## src/rtl/wb_arbiter_2m.sv

```systemverilog
// wb_arbiter_2m: two-master round-robin arbiter for an 8-bit Wishbone bus.
// m0 (SPI bridge) and m1 (command port) share one slave-side bus. Ownership is
// registered; the slave-side signals are muxed combinationally from the grant.
// Optional stall timeout: define WB_ARB_TIMEOUT_EN to add the stall counter and
// the ERR state. Without it a stalled slave holds the bus indefinitely.
module wb_arbiter_2m #(
   parameter int unsigned TIMEOUT_CYCLES = 255
) (
   input  logic       clk,
   input  logic       rst_n,
   // master 0
   input  logic [7:0] m0_adr_i,
   input  logic [7:0] m0_dat_i,
   input  logic       m0_we_i,
   input  logic       m0_cyc_i,
   input  logic       m0_stb_i,
   output logic [7:0] m0_dat_o,
   output logic       m0_ack_o,
   output logic       m0_err_o,
   // master 1
   input  logic [7:0] m1_adr_i,
   input  logic [7:0] m1_dat_i,
   input  logic       m1_we_i,
   input  logic       m1_cyc_i,
   input  logic       m1_stb_i,
   output logic [7:0] m1_dat_o,
   output logic       m1_ack_o,
   output logic       m1_err_o,
   // slave side
   output logic [7:0] s_adr_o,
   output logic [7:0] s_dat_o,
   output logic       s_we_o,
   output logic       s_cyc_o,
   output logic       s_stb_o,
   input  logic [7:0] s_dat_i,
   input  logic       s_ack_i,
   // one-hot owner, 00 = idle
   output logic [1:0] grant_o
);

   localparam logic [1:0] IDLE = 2'd0;
   localparam logic [1:0] OWN  = 2'd1;
`ifdef WB_ARB_TIMEOUT_EN
   localparam logic [1:0] ERR  = 2'd2;
`endif

   // Elaboration-time range check keeps a bad override from building silently.
   if (TIMEOUT_CYCLES < 1 || TIMEOUT_CYCLES > 65535) begin : g_bad_timeout
      $error("wb_arbiter_2m: TIMEOUT_CYCLES must be within 1..65535");
   end

   logic [1:0] state_q, state_d;
   logic [1:0] grant_q, grant_d;
   logic       last_q, last_d;   // 1 = m1 owned last, so m0 wins the next tie
   logic       owner_cyc;
   logic       owner_stb;
   logic       bus_live;         // low only while a timed-out owner still holds the grant

   assign owner_cyc = (grant_q[0] & m0_cyc_i) | (grant_q[1] & m1_cyc_i);
   assign owner_stb = (grant_q[0] & m0_stb_i) | (grant_q[1] & m1_stb_i);

`ifdef WB_ARB_TIMEOUT_EN
   logic [15:0] cnt_q, cnt_d;
   logic [1:0]  err_q, err_d;
   logic        stall;
   logic        timeout_hit;

   assign bus_live = (state_q != ERR);

   // Counter runs only while the owner strobes into a silent slave; anything
   // else (ack, strobe low, not in OWN) clears it, so entering OWN starts at 0.
   assign stall       = (state_q == OWN) & owner_cyc & owner_stb & ~s_ack_i;
   assign timeout_hit = stall & ((32'(cnt_q) + 32'd1) == TIMEOUT_CYCLES);
   assign cnt_d       = stall ? (cnt_q + 16'd1) : 16'h0000;

   // Stall counter and single-cycle error pulse registers.
   always_ff @(posedge clk or negedge rst_n) begin
      if (!rst_n) begin
         cnt_q <= 16'h0000;
         err_q <= 2'b00;
      end else begin
         cnt_q <= cnt_d;
         err_q <= err_d;
      end
   end

   assign m0_err_o = err_q[0];
   assign m1_err_o = err_q[1];
`else
   assign bus_live = 1'b1;
   assign m0_err_o = 1'b0;
   assign m1_err_o = 1'b0;
`endif

   // Next-state logic: arbitration in IDLE, release on owner cyc low.
   always_comb begin
      state_d = state_q;
      grant_d = grant_q;
      last_d  = last_q;
`ifdef WB_ARB_TIMEOUT_EN
      err_d   = 2'b00;
`endif
      case (state_q)
         IDLE: begin
            if (m0_cyc_i && m1_cyc_i) begin
               grant_d = last_q ? 2'b01 : 2'b10;
               state_d = OWN;
            end else if (m0_cyc_i) begin
               grant_d = 2'b01;
               state_d = OWN;
            end else if (m1_cyc_i) begin
               grant_d = 2'b10;
               state_d = OWN;
            end
         end
         OWN: begin
            if (!owner_cyc) begin
               state_d = IDLE;
               grant_d = 2'b00;
               last_d  = grant_q[1];
            end
`ifdef WB_ARB_TIMEOUT_EN
            else if (timeout_hit) begin
               state_d = ERR;
               err_d   = grant_q;
            end
`endif
         end
`ifdef WB_ARB_TIMEOUT_EN
         ERR: begin
            // Grant is kept until the owner abandons its cycle.
            if (!owner_cyc) begin
               state_d = IDLE;
               grant_d = 2'b00;
               last_d  = grant_q[1];
            end
         end
`endif
         default: begin
            state_d = IDLE;
            grant_d = 2'b00;
         end
      endcase
   end

   // State, grant and round-robin history registers.
   always_ff @(posedge clk or negedge rst_n) begin
      if (!rst_n) begin
         state_q <= IDLE;
         grant_q <= 2'b00;
         last_q  <= 1'b1;
      end else begin
         state_q <= state_d;
         grant_q <= grant_d;
         last_q  <= last_d;
      end
   end

   // Slave-side one-hot mux; grant 00 forces every field to zero.
   always_comb begin
      s_adr_o = ({8{grant_q[0]}} & m0_adr_i) | ({8{grant_q[1]}} & m1_adr_i);
      s_dat_o = ({8{grant_q[0]}} & m0_dat_i) | ({8{grant_q[1]}} & m1_dat_i);
      s_we_o  = (grant_q[0] & m0_we_i) | (grant_q[1] & m1_we_i);
      s_cyc_o = bus_live & owner_cyc;
      s_stb_o = bus_live & owner_cyc & owner_stb;
   end

   // Return path: only the owner sees ack and read data.
   always_comb begin
      m0_ack_o = s_ack_i & grant_q[0];
      m1_ack_o = s_ack_i & grant_q[1];
      m0_dat_o = {8{grant_q[0]}} & s_dat_i;
      m1_dat_o = {8{grant_q[1]}} & s_dat_i;
   end

   assign grant_o = grant_q;

endmodule
```

## config.mk

```make
export PLATFORM = sky130hd
export DESIGN_NAME = wb_arbiter_2m
export DESIGN_NICKNAME = d
export VERILOG_FILES = /design/src/rtl/wb_arbiter_2m.sv
export SDC_FILE = /design/constraint.sdc
export NUM_CORES = 1
export LEC_CHECK = 0
export CAP_MARGIN = 30
export CORE_ASPECT_RATIO = 1.25
export CORE_UTILIZATION = 22
export DETAILED_ROUTE_END_ITERATION = 8
export PLACE_DENSITY = 0.8
export SYNTH_ARGS = -nofsm -noshare
export SYNTH_HDL_FRONTEND = slang
export SYNTH_SLANG_ARGS = --single-unit
```

## constraint.sdc

```tcl
create_clock -name clk -period 1.6 [get_ports clk]
set_clock_uncertainty 0.2 [all_clocks]
set_input_delay 0.24 -clock clk [delete_from_list [all_inputs] [get_ports clk]]
set_output_delay 0.24 -clock clk [all_outputs]
set_load 0.02 [all_outputs]
```

==> reports/results.txt <==
Area enclosed by the die boundary - 2780 sq um
Fraction of final layout cells sized beyond drive strength 1 - 0.392
Cell count after synthesis - 73
Via density per instance - 4.67
Total routing resource utilization after global routing - 0.206
Gpl congestion - 0.709
First-pass iteration count of the detailed router - 4
Power density cells - 1690 nW/um^2
Starting density of the core - 0.233
Number of levels in the clock H-tree - 1
Worst Path Required - 1.16 ns
Highest ir drop seen on vdd - 0.966 mV
Netlist area before placement - 566 sq um
Finish-stage setup viols - 24
Wire length of the first global-routing pass - 4070 microns
P&R area growth vs syn - 187%
Critical path's most frequent cell - buf_6
Number of DRC violations after detailed-routing iteration 0 - 16
Source-to-sink clock delay at the later pin of the worst-skew pair - 0.24 ns
Number of vias after detailed routing - 977
Outcome - finished, violations left
Number of standard cells in the layout, taps in and fillers out - 209
Worst Hold Class - in -> reg
Wirelength, routed - 3110 microns
Vias in the first global route - 907
Setup repair after global routing missed its margin - true
CP delay by family, top - flip-flops
DRC - 0
CP Cell Sequence - buf_12 -> buf_6 -> a22o_1 -> buf_6
Sequential fraction of the synthesis area - 0.179
Register clock-pin slew on the reported worst setup and hold paths - 0.04 ns
Area of the placeable core - 2430 sq um
Final critical-path share of the clock period - 1.08
Violated checks - negative setup slack
Number of antenna violations at the first check in global routing - 0
Maximum number of pins on one net before global-route repair - 15
Post-route cell area - 1620 sq um
CTS buffer count - 3
Library cells used by synthesis - 24
Post-synthesis sequential element count - 4
Total Negative Setup Slacks - -1.78 ns
Final core utilization - 0.668
CP bufs+invs - 3
FILL cells - 206
Lkg Pwr - 0.780 nW
Routed Antenna Nets - 0
Floorplan die height - 58.7 microns
Global route overflow - 0
Number of placed instances with taps included - 195
Cell types with the largest area share after synthesis - a22o_1 29%, and2_1 20%, dfrtp_1 13%
Setup slack at placement - -0.570 ns
Syn_area_per_cell - 7.75 sq um
Data arrival time of the worst path - 1.29 ns
Endpoint type of the worst setup path - output port
Critical path class - reg -> out
# diodes - 0
Worst Path Max Fanout - 8
Clock tree from TritonCTS - yes
Clock root buffer - clkbuf_4
Number of hold violations in the final report - 0
Most area-hungry cell type in the Yosys netlist - a22o_1
Max Slew Vio Count - 0
Detailed-route wire length per cell - 14.9 microns
Power Total - 2.73 mW
Cell type of the slowest stage on the worst timing path - dfrtp_2
Post-place instance area - 1510 sq um
Count of boundary I/O pins - 90
Top achievable clock speed - 577 MHz
Fraction of synthesized cell area taken by the top area cell type - 0.294
Overall die width - 47.4 microns
Yosys synthesis warning count - 0
Max-capacitance violation count - 0
Half-perimeter wire length after detailed placement - 2280 microns
Fin crit period - 1.73 ns
Port Buf Inserts - 87
Type of element launching the critical path - flip-flop
Number of cell rows - 20
Slowest cell delay on critical path - 0.44 ns
Net count, final - 226
CTS max path bufs - 2
Hold Worst Slack - 0.364 ns
Clock tree sinks - 4
Setup ws final - -0.132 ns
[worst register-to-register path, cell delays in order (launching register included)]
cell and delay, ns:
dfrtp_2 0.44, buf_4 0.15, buf_4 0.13, inv_2 0.05
buf_4 0.10, nand2_1 0.05, a22o_1 0.24
[final cells by class]
| type | count | area (sq um) | area share |
|---|---|---|---|
| Inverter | 1 | 3.75 | 0.00231 |
| Tap cell | 33 | 41.3 | 0.0255 |
| Timing Repair Buffer | 108 | 1040 | 0.643 |
| Multi-Input combinational cell | 59 | 405 | 0.250 |
| Clock buffer | 4 | 26.3 | 0.0162 |
| Sequential cell | 4 | 103 | 0.0633 |
[cell families (layout without fill, tap and decap cells)]
group	count (synthesis)	in the layout	synth area share
AND/OR/NAND/NOR	29	29	0.290
AO/OA/AOI/OAI	28	28	0.396
buffers and inverters	11	113	0.128
flip-flops	4	4	0.179
other	1	2	0.00663
[state kept, by name (all words and copies together), names as in the netlist]
signal,count
state_q,1
grant_o,2
last_q,1
[synthesized netlist by cell type]
master and number:
nand3b_1 1, nand2b_1 1, nand2_1 6, a31oi_1 1, o22ai_1 1, a22oi_1 1
o21ai_0 1, inv_2 1, a22o_1 19, buf_4 3, buf_6 2, and3_1 1
o21ai_1 1, dfrtp_1 3, and2_1 18, buf_2 4, a2bb2oi_1 1, clkbuf_1 1
a21oi_1 2, conb_1 1, dfstp_2 1, nor2_1 1, nand3_1 1, a21oi_2 1
[path summary, 6_finish.rpt]
check                           start          to  slack, ns  depth (start not counted)
setup / recovery           grant_o[1]  s_dat_o[5]      -0.13                          4
hold / removal               m1_cyc_i  state_q[0]       0.36                          3
setup reg to reg           grant_o[1]  state_q[0]       0.12                          6
hold reg to reg                last_q      last_q       0.40                          2
max in group asynchronous       rst_n      last_q       0.40                          2
min in group asynchronous       rst_n  state_q[0]       0.56                          2
[routing by layer]
| layer | routed length [microns] | global-route usage |
|---|---|---|
| met5 | 0 | 0 |
| met4 | 44 | 0.102 |
| met3 | 355 | 0.0644 |
| met2 | 1670 | 0.380 |
| met1 | 1030 | 0.190 |
[report_power, final]
group          internal, mW  total, mW  switching (mW)
registers             0.161      0.230          0.0692
clock network        0.0938      0.138          0.0444
logic                  1.27       2.37            1.10
[placed cells by master, fill, tap and decap left out, drive strengths merged, types with 2 or more instances in the layout]
cell	n
buf	57
clkdlybuf4s50	46
a22o	19
and2	18
nand2	6
clkbuf	5
a21oi	3
dfrtp	3
conb	2
dlygate4sd2	2
o21ai	2
[what timing repair did]
item / 4_1_cts / 5_1_grt
pin swaps: 0 / 17
setup buffers: 5 / 2
hold buffers: 1 / 0
gates cloned: 1 / 1
endpoints found under the setup margin: 39 / 27
gates resized for setup: 167 / 48
hold endpoints to repair: 2 / 0
No activity file was read; power rests on OpenSTA's default activity.
